File: config.mk
export PLATFORM = sky130hd
export DESIGN_NAME = video_testcard_gen
export DESIGN_NICKNAME = d
export VERILOG_FILES = /design/src/rtl/video_testcard_gen.sv
export SDC_FILE = /design/constraint.sdc
export NUM_CORES = 1
export LEC_CHECK = 0
export ABC_AREA = 1
export BUFFER_PORTS_ARGS = -buffer_cell sky130_fd_sc_hd__clkbuf_2
export CAP_MARGIN = 40
export CORE_MARGIN = 4
export CORE_UTILIZATION = 53
export DETAILED_ROUTE_END_ITERATION = 16
export PLACE_DENSITY_LB_ADDON = 0.25
export SETUP_SLACK_MARGIN = 0.15
export SLEW_MARGIN = 20
export SYNTH_ARGS = -nofsm -noshare
export SYNTH_HDL_FRONTEND = slang
export SYNTH_SLANG_ARGS = --single-unit
File: constraint.sdc
create_clock -name clk -period 2.5 [get_ports clk]
set_input_delay 0 -clock clk [delete_from_list [all_inputs] [get_ports clk]]
set_output_delay 0 -clock clk [all_outputs]
set_load 0.01 [all_outputs]
File: src/rtl/video_testcard_gen.sv
// video_testcard_gen
//   Progressive PAL-style composite testcard generator. A free-running
//   horizontal/vertical counter pair produces composite sync and a grey level
//   for an external resistor DAC. Four patterns are available (bars, checker,
//   grid, ramp); the selected pattern is latched once per frame, on the last
//   clock of the last line, so a frame never mixes two patterns.
//
// Ports
//   clk           in   system clock
//   i_rst_n       in   asynchronous active-low reset
//   i_mode[1:0]   in   pattern select: 0 bars, 1 checker, 2 grid, 3 ramp
//   o_sync        out  composite sync, 0 = sync tip
//   o_level       out  grey level, 0 = black, all ones = peak white
//   o_active      out  high during active picture
//   o_frame_start out  one-cycle pulse marking line 0, clock 0
//
// All outputs are registered and reflect the counter state one clock earlier.
module video_testcard_gen #(
  parameter int H_TOTAL     = 768,
  parameter int H_SYNC      = 56,
  parameter int H_ACT_START = 126,
  parameter int H_ACT_LEN   = 624,
  parameter int BAR_W       = 78,
  parameter int V_TOTAL     = 312,
  parameter int V_SYNC      = 3,
  parameter int V_ACT_START = 23,
  parameter int V_ACT_LEN   = 288,
  parameter int LEVEL_W     = 4,
  parameter int CHECK_LOG2  = 5,
  parameter int GRID_LOG2   = 5,
  parameter int RAMP_SHIFT  = 5
) (
  input  logic               clk,
  input  logic               i_rst_n,
  input  logic [1:0]         i_mode,
  output logic               o_sync,
  output logic [LEVEL_W-1:0] o_level,
  output logic               o_active,
  output logic               o_frame_start
);

  localparam int HW = $clog2(H_TOTAL);
  localparam int VW = $clog2(V_TOTAL);
  localparam int LEVEL_MAX = (2 ** LEVEL_W) - 1;

  // Width-matched constants; the end-of-window limits carry one extra bit so
  // a window that runs right up to the line/frame end cannot overflow.
  localparam logic [HW-1:0] H_LAST       = HW'(H_TOTAL - 1);
  localparam logic [VW-1:0] V_LAST       = VW'(V_TOTAL - 1);
  localparam logic [HW-1:0] H_SYNC_C     = HW'(H_SYNC);
  localparam logic [HW-1:0] H_BROAD_END  = HW'(H_TOTAL - H_SYNC);
  localparam logic [VW-1:0] V_SYNC_C     = VW'(V_SYNC);
  localparam logic [HW-1:0] H_ACT_S      = HW'(H_ACT_START);
  localparam logic [HW:0]   H_ACT_E      = (HW+1)'(H_ACT_START + H_ACT_LEN);
  localparam logic [VW-1:0] V_ACT_S      = VW'(V_ACT_START);
  localparam logic [VW:0]   V_ACT_E      = (VW+1)'(V_ACT_START + V_ACT_LEN);
  localparam logic [HW-1:0] X_LAST       = HW'(H_ACT_LEN - 1);
  localparam logic [VW-1:0] Y_LAST       = VW'(V_ACT_LEN - 1);
  localparam logic [HW-1:0] BAR_LAST     = HW'(BAR_W - 1);
  localparam logic [LEVEL_W-1:0] LVL_MAX = '1;

  // Ramp level: x >> RAMP_SHIFT, clipped to peak white.
  function automatic logic [LEVEL_W-1:0] ramp_sat(input logic [HW-1:0] x);
    logic [HW-1:0] r;
    r = x >> RAMP_SHIFT;
    if (int'(r) > LEVEL_MAX) return LVL_MAX;
    return LEVEL_W'(r);
  endfunction

  // Bar 0 is brightest; the 3-bit bar brightness is placed in the level MSBs.
  function automatic logic [LEVEL_W-1:0] bar_level(input logic [2:0] bar);
    logic [2:0] inv;
    inv = 3'd7 - bar;
    return LEVEL_W'(inv) << (LEVEL_W - 3);
  endfunction

  logic [HW-1:0] h_p0;
  logic [VW-1:0] v_p0;
  logic [1:0]    mode_q;
  logic [HW-1:0] bar_pos_p0;
  logic [2:0]    bar_idx_p0;

  logic               h_wrap, v_wrap;
  logic [HW-1:0]      h_next;
  logic               h_act, v_act, act_c;
  logic [HW-1:0]      x_c;
  logic [VW-1:0]      y_c;
  logic               sync_c;
  logic [LEVEL_W-1:0] level_c;

  // ---- stage p0: timing counters decoded into sync/active/pattern ----
  always_comb begin
    h_wrap = (h_p0 == H_LAST);
    v_wrap = (v_p0 == V_LAST);
    h_next = h_wrap ? '0 : h_p0 + 1'b1;

    h_act  = (h_p0 >= H_ACT_S) && ({1'b0, h_p0} < H_ACT_E);
    v_act  = (v_p0 >= V_ACT_S) && ({1'b0, v_p0} < V_ACT_E);
    act_c  = h_act && v_act;
    x_c    = h_p0 - H_ACT_S;
    y_c    = v_p0 - V_ACT_S;

    // Vertical-sync lines carry broad pulses: long low, short high.
    if (v_p0 < V_SYNC_C) sync_c = (h_p0 >= H_BROAD_END);
    else                 sync_c = (h_p0 >= H_SYNC_C);

    level_c = '0;
    if (act_c) begin
      unique case (mode_q)
        2'd0: level_c = bar_level(bar_idx_p0);
        2'd1: level_c = (x_c[CHECK_LOG2] ^ y_c[CHECK_LOG2]) ? LVL_MAX : '0;
        2'd2: level_c = ((x_c[GRID_LOG2-1:0] == '0) || (y_c[GRID_LOG2-1:0] == '0) ||
                         (x_c == X_LAST) || (y_c == Y_LAST)) ? LVL_MAX : '0;
        default: level_c = ramp_sat(x_c);
      endcase
    end
  end

  // ---- stage p1: counter advance and registered outputs ----
  always_ff @(posedge clk or negedge i_rst_n) begin
    if (!i_rst_n) begin
      h_p0          <= '0;
      v_p0          <= '0;
      mode_q        <= 2'd0;
      bar_pos_p0    <= '0;
      bar_idx_p0    <= 3'd0;
      o_sync        <= 1'b1;
      o_level       <= '0;
      o_active      <= 1'b0;
      o_frame_start <= 1'b0;
    end else begin
      h_p0 <= h_next;
      if (h_wrap) v_p0 <= v_wrap ? '0 : v_p0 + 1'b1;
      if (h_wrap && v_wrap) mode_q <= i_mode;

      // Bar counter tracks h so that bar_idx_p0 == x / BAR_W whenever h is
      // inside the active window; it restarts just before active start.
      if (h_next == H_ACT_S) begin
        bar_pos_p0 <= '0;
        bar_idx_p0 <= 3'd0;
      end else if (bar_pos_p0 == BAR_LAST) begin
        bar_pos_p0 <= '0;
        bar_idx_p0 <= bar_idx_p0 + 3'd1;
      end else begin
        bar_pos_p0 <= bar_pos_p0 + 1'b1;
      end

      o_sync        <= sync_c;
      o_level       <= level_c;
      o_active      <= act_c;
      o_frame_start <= (h_p0 == '0) && (v_p0 == '0);
    end
  end

endmodule
Word level (Yosys, flattened, before mapping)

Index checks and enable logic that the tools add are counted.

Flip-flop bits (word level): 41
Input port bits: 4
Logic and storage cells: 64
Output and inout bits: 7

Equal/unequal tests: 8
Muxes and demuxes: 16
Add/sub/neg operators: 7
Magnitude comparators: 8
Reduce and logical (&&, ||, !) cells: 15
Bitwise operators: 1

Operator list:

| operator                                                                              | count |
|---|---|
| 10-bit 2-to-1 mux                                                                     | 3 |
| 10-bit by 1-bit adder with 10-bit output (second input constant)                      | 2 |
| 10-bit == test (second input constant)                                                | 2 |
| 10-bit by 7-bit == test with 1-bit output (second input constant)                     | 2 |
| 4-bit 2-to-1 mux                                                                      | 5 |
| 9-bit == test (second input constant)                                                 | 2 |
| 4-bit case mux with 3 select lines                                                    | 1 |
| 10-bit greater-or-equal comparator (second input constant)                            | 1 |
| 10-bit by 6-bit greater-or-equal comparator with 1-bit output (second input constant) | 1 |
| 10-bit by 7-bit greater-or-equal comparator with 1-bit output (second input constant) | 1 |
| 10-bit zero test                                                                      | 1 |
| 5-bit zero test                                                                       | 2 |
| 10-bit < comparator (second input constant)                                           | 1 |
| 10-bit by 7-bit subtractor with 10-bit output (second input constant)                 | 1 |
| 9-bit by 1-bit adder with 9-bit output (second input constant)                        | 1 |
| 9-bit by 5-bit greater-or-equal comparator with 1-bit output (second input constant)  | 1 |
| 9-bit zero test                                                                       | 1 |
| 9-bit by 2-bit < comparator with 1-bit output (second input constant)                 | 1 |
| 9-bit < comparator (second input constant)                                            | 1 |
| 9-bit 2-to-1 mux                                                                      | 1 |
| 9-bit by 5-bit subtractor with 9-bit output (second input constant)                   | 1 |
| 3-bit 2-to-1 mux                                                                      | 2 |
| 5-bit by 4-bit greater-than comparator with 1-bit output (second input constant)      | 1 |
| 1-bit logical AND                                                                     | 5 |
| other kinds (10)                                                                      | 15 |

Depth between registers and ports, before layout

Word-level depth: 8
Mapped depth: 12
Depth with buffers taken out: 11

Least setup slack after synthesis

Ideal clock, no wire load.

Path type: flip-flop to flip-flop
Start point: register h_p0[1]
End point: register bar_pos_p0[5]
Path buffers: 1
Cell stages (with the launch flop): 10
Setup time: 0.120 ns
Arrival time: 1.549 ns
Path slack: 0.831 ns
Clock period less this slack: 1.669 ns
Required time: 2.380 ns
Cell sequence: dfrtp_1 -> ha_1 -> nand2_1 -> xor2_1 -> nand3_1 -> nor2_1 -> nand2_1 -> nor2_4 -> buf_8 -> nor2_2

Word-level cells in the longest chain between the ends: 4
Elaborated cells between the ends (all ways): 5
Those cells by class: add/sub (1); eq/ne (2); mux (2)

RTL lines:

| element                                                                    | line   | RTL |
|---|---|---|
| start, declared                                                            | 77     | `logic [HW-1:0] h_p0;` |
| start signal, assigned                                                     | 132    | `h_p0 <= h_next;` |
| 10-bit by 1-bit adder with 10-bit output or 10-bit == test (tied branches) | 95, 93 |  |
| 10-bit 2-to-1 mux (*)                                                      | 95     | `h_next = h_wrap ? '0 : h_p0 + 1'b1;` |
| 10-bit by 7-bit == test with 1-bit output (*)                              | 138    | `if (h_next == H_ACT_S) begin` |
| 10-bit 2-to-1 mux (*)                                                      | 138    |  |
| end signal, assigned                                                       | 145    | `bar_pos_p0 <= bar_pos_p0 + 1'b1;` |
| end, declared                                                              | 80     | `logic [HW-1:0] bar_pos_p0;` |

Every way passes the cells marked *; elsewhere a longest branch is shown, timed or not.
A chain may end at the register's enable or synchronous reset.

Final worst setup path

Start point: register h_p0[0]
End point: register v_p0[7]

Word-level cells in the longest chain between the ends: 1

RTL lines:

| element              | line | RTL |
|---|---|---|
| 10-bit == test       | 93   | `h_wrap = (h_p0 == H_LAST);` |
| end signal, assigned | 133  | `if (h_wrap) v_p0 <= v_wrap ? '0 : v_p0 + 1'b1;` |
| end, declared        | 78   | `logic [VW-1:0] v_p0;` |

No other way between the ends.

==> reports/qor_table.md <==
| Stage | Item | Value |
|---|---|---|
| run status | Run status | completed |
| clock network | Maximum number of buffers from clock root to sink | 2 |
| clock network | CTS clk-pin slew, worst paths | 0.08 ns |
| drt | First-pass detailed-route iteration total | 5 |
| flow run | Number of max-capacitance violations reported | 0 |
| sta | Worst slew pin tran | 0.581 ns |
| drt | Final routed wire length divided by cell count | 12.1 µm |
| setup path | Register-to-register path setup slack | 0.45 ns |
| setup path | CP most frequent cell | inv_1 |
| synth | Synth unique cells | 35 |
| synth | Cell area after synthesis | 0.00263 mm² |
| clock network | Insertion delay of the later-clocked pin in the worst-skew pair | 0.29 ns |
| clock network | TritonCTS clock tree | yes |
| floorplan | Standard-cell rows | 25 |
| drt | Remaining antenna violation count after routing | 0 |
| synth | Register bit count reported by yosys | 41 |
| floorplan | Initial standard-cell utilization of the core | 55.3% |
| setup path | Slowest cell on crit path | dfrtp_1 |
| global routing | GRT Overall Usage | 19.2% |
| sta | Peak Freq | 487 MHz |
| clock network | CTS Buf Count | 5 |
| sta | Final Max Tran Viols | 0 |
| global routing | Antenna violations before repair | 0 |
| placement | Cell area reported after detailed placement | 0.00276 mm² |
| clock network | Clock H-tree levels | 2 |
| layout | Final core occ | 61.3% |
| layout | Area of all placed cells without fillers | 0.00291 mm² |
| setup path | Worst Path Arrival | 2.21 ns |
| power and ir drop | Total power after layout | 1.25 mW |
| global routing | Global-route wire length before repair | 9430 µm |
| sta | Min cycle time layout | 2.05 ns |
| power and ir drop | Leakage | 1.48 nW |
| layout | Ratio of cells with drive above 1 in the final layout | 13.4% |
| global routing | Maximum number of pins on one net before global-route repair | 23 |
| drt | Post-route DRC | 0 |
| synth | Syn Area/Cell | 7.43 µm² |
| global routing | Total global routing overflow | 0 |
| setup path | CP Class | flip-flop to flip-flop |
| floorplan | Die width | 78.4 µm |
| setup path | Startpoint Class | flip-flop |
| drt | Post-DR vias/cell | 5.01 |
| placement | Dpl cells | 429 |
| sta | Sum Neg Setup Slack | 0 ns |
| power and ir drop | Worst VDD drop | 228 µV |
| layout | Number of filler instances in the final layout | 459 |
| global routing | Number of global-route vias before repair | 2,093 |
| sta | Period Utilization, post-route | 82.2% |
| synth | Number of flops mapped to enable cells by yosys | 0 |
| setup path | Reg2reg end | v_p0[7] |
| synth | Warning count from the yosys run | 0 |
| sta | Setup repair after global routing missed its margin | false |
| clock network | CTS root buf | clkbuf_8 |
| sta | Final Hold Viols | 0 |
| floorplan | Full die area | 0.00615 mm² |
| floorplan | Die span in y | 78.4 µm |
| layout | Layout net count | 390 |
| floorplan | Core box area | 0.00475 mm² |
| placement | Post-detail-place hpwl | 4260 µm |
| setup path | Cells along the critical path | ha_1 > nand3_2 > nor2_1 > inv_1 > nor2_2 > inv_1 > nor2_1 > inv_1 > o21ai_0 > a22oi_1 |
| setup path | Endpoint required time on the critical path | 2.65 ns |
| synth | Part of the Yosys area used for sequential elements | 39.1% |
| power and ir drop | Total power divided by cell area | 427 mW/mm² |
| min path | Type of the most critical hold path | input pin to async pin |
| clock network | Post-CTS setup buffers | 0 |
| synth | Count of mapped cells out of synthesis | 354 |
| setup path | Reg2reg path depth | 10 |
| floorplan | Count of boundary I/O pins | 11 |
| drt | Total detailed-routing wirelength | 5320 µm |
| clock network | Number of sinks driven by the clock tree | 41 |
| sta | Worst slew margin relative to its limit | 60.9% |
| drt | Initial DRC Count | 136 |
| layout | Area added between synthesis and finish | 10.8% |
| synth | Post-synthesis net count | 372 |
| setup path | Delay of the slowest cell on the worst path | 0.46 ns |
| setup path | Reg-to-reg critical path startpoint | h_p0[0] |
| synth | Share of synthesized registers carrying an async set or reset | 100% |
| drt | Total number of vias | 2,206 |
| placement | Final Wtd Congestion | 0.853 |
| layout | Antenna Diode Count | 0 |
| placement | Count of input and output buffers | 10 |
| sta | Clk_skew | 0.00808 ns |
| sta | Final count of negative-setup-slack endpoints | 0 |
| setup path | Biggest fanout along the worst timing path | 7 |
| layout | Number of standard cells in the layout, taps in and fillers out | 440 |
| setup path | Nature of the critical path endpoint | flip-flop |
| synth | Most used flip-flop cell after synthesis | dfrtp_1 |
[state kept, by name, indices dropped and copies added, names as in the netlist]
signal and count:
bar_idx_p0 3, mode_q 2, o_sync 1, h_p0 10
o_active 1, o_level 4, bar_pos_p0 10, v_p0 9
o_frame_start 1
[report_power, final]
group          internal, mW  total (mW)  switching [mW]  leakage [nW]
logic                0.0116      0.0299          0.0183         0.887
clock network         0.324       0.549           0.224        0.0574
registers             0.664       0.666         0.00205         0.536
total                  1.00        1.25           0.245          1.48
[per-stage QoR]
| step | hold slack [ns] | worst slack (ns) |
|---|---|---|
| 2_1_floorplan | -0.296 | 0.831 |
| 3_3_place_gp | 0.209 | 0.593 |
| 3_5_place_dp | 0.0205 | 0.503 |
| 4_1_cts | 0.241 | 0.474 |
| 5_1_grt | 0.257 | 0.277 |
| 6_report | 0.234 | 0.446 |
[cells by family (layout without fill, tap and decap cells)]
group,after synthesis,count (layout),share of synthesized area (%)
AND/OR/NAND/NOR,202,202,35.6
buffers and inverters,61,80,9.61
flip-flops,41,41,39.1
AO/OA/AOI/OAI,25,25,5.38
adder cells (fa/ha/maj),14,14,6.66
XOR/XNOR,11,11,3.66
[how the worst max path moves through the flow]
stage / start / end / slack, ns / cells past startpoint
finish: h_p0[0] / v_p0[7] / 0.45 / 10
global route: h_p0[1] / v_p0[7] / 0.28 / 10
CTS: h_p0[0] / v_p0[7] / 0.47 / 10
detailed placement: h_p0[0] / v_p0[7] / 0.50 / 10
global placement: h_p0[2] / bar_idx_p0[2] / 0.59 / 9
floorplan: h_p0[1] / bar_pos_p0[5] / 0.83 / 9
[cell type report]
class,count,area (µm²),share of cell area (%)
inverters,56,210,7.22
multi-input cells,252,1350,46.3
clock inverters,2,37.5,1.29
clock buffers,6,82.6,2.84
flip-flops and latches,41,1030,35.3
well taps,67,83.8,2.88
repair buffers,16,123,4.21
[critical path: cells and delay by family (launching register included)]
| kind | cells | cell delay [ns] |
|---|---|---|
| DFF | 1 | 0.46 |
| buffers and inverters | 3 | 0.35 |
| AOI/OAI and AO/OA | 2 | 0.27 |
| adders and majority gates | 1 | 0.24 |
| and+or+nand+nor | 4 | 0.60 |
[cell usage after synthesis, types with 2 or more instances]
cell      number  area (µm²)
a21oi_1        9        45.0
dfrtp_1       40        1000
ha_1          14         175
inv_1         54         203
inv_2          2        7.51
nand2_1       85         319
nand2_2        3        18.8
nand3_1       29         145
nand3_2        4        40.0
nand3b_1       4        30.0
nand4_1        6        37.5
nor2_1        48         180
nor2_2        12        75.1
nor2_4         3        33.8
nor3_1         3        15.0
o21ai_0        9        45.0
or2_2          2        12.5
xor2_1        10        87.6
[cell usage in the layout, fill, tap and decap left out, types with 2 or more instances in the layout]
cell           Yosys  routed
dfrtp_1           40      40
buf_4              1       2
nand2_2            3       3
nor2_2            12      12
xor2_1            10      10
or2_2              2       2
nand2_1           85      85
nand3_1           29      29
a21oi_1            9       9
nor2_1            48      48
o21ai_0            9       9
nor2_4             3       3
clkbuf_2           0      10
inv_1             54      54
dlygate4sd3_1      0       3
inv_2              2       2
ha_1              14      14
nand4_1            6       6
nand3b_1           4       4
nand3_2            4       4
clkbuf_8           0       6
nor3_1             3       3
[repair_timing]
item / in CTS / in global routing
resized for setup: 0 / 0
hold buffers: 3 / 0
hold endpoints to repair: 22 / 0
[per-layer routing]
metal	global-route usage (%)	wire length, µm	vias up
li1	-	-	1141
met1	27.6	2740	1016
met2	28.5	2310	40
met3	4.01	178	9
met4	7.34	89	0
met5	0	0	-
Note: power is estimated with default switching activity, not from simulation.
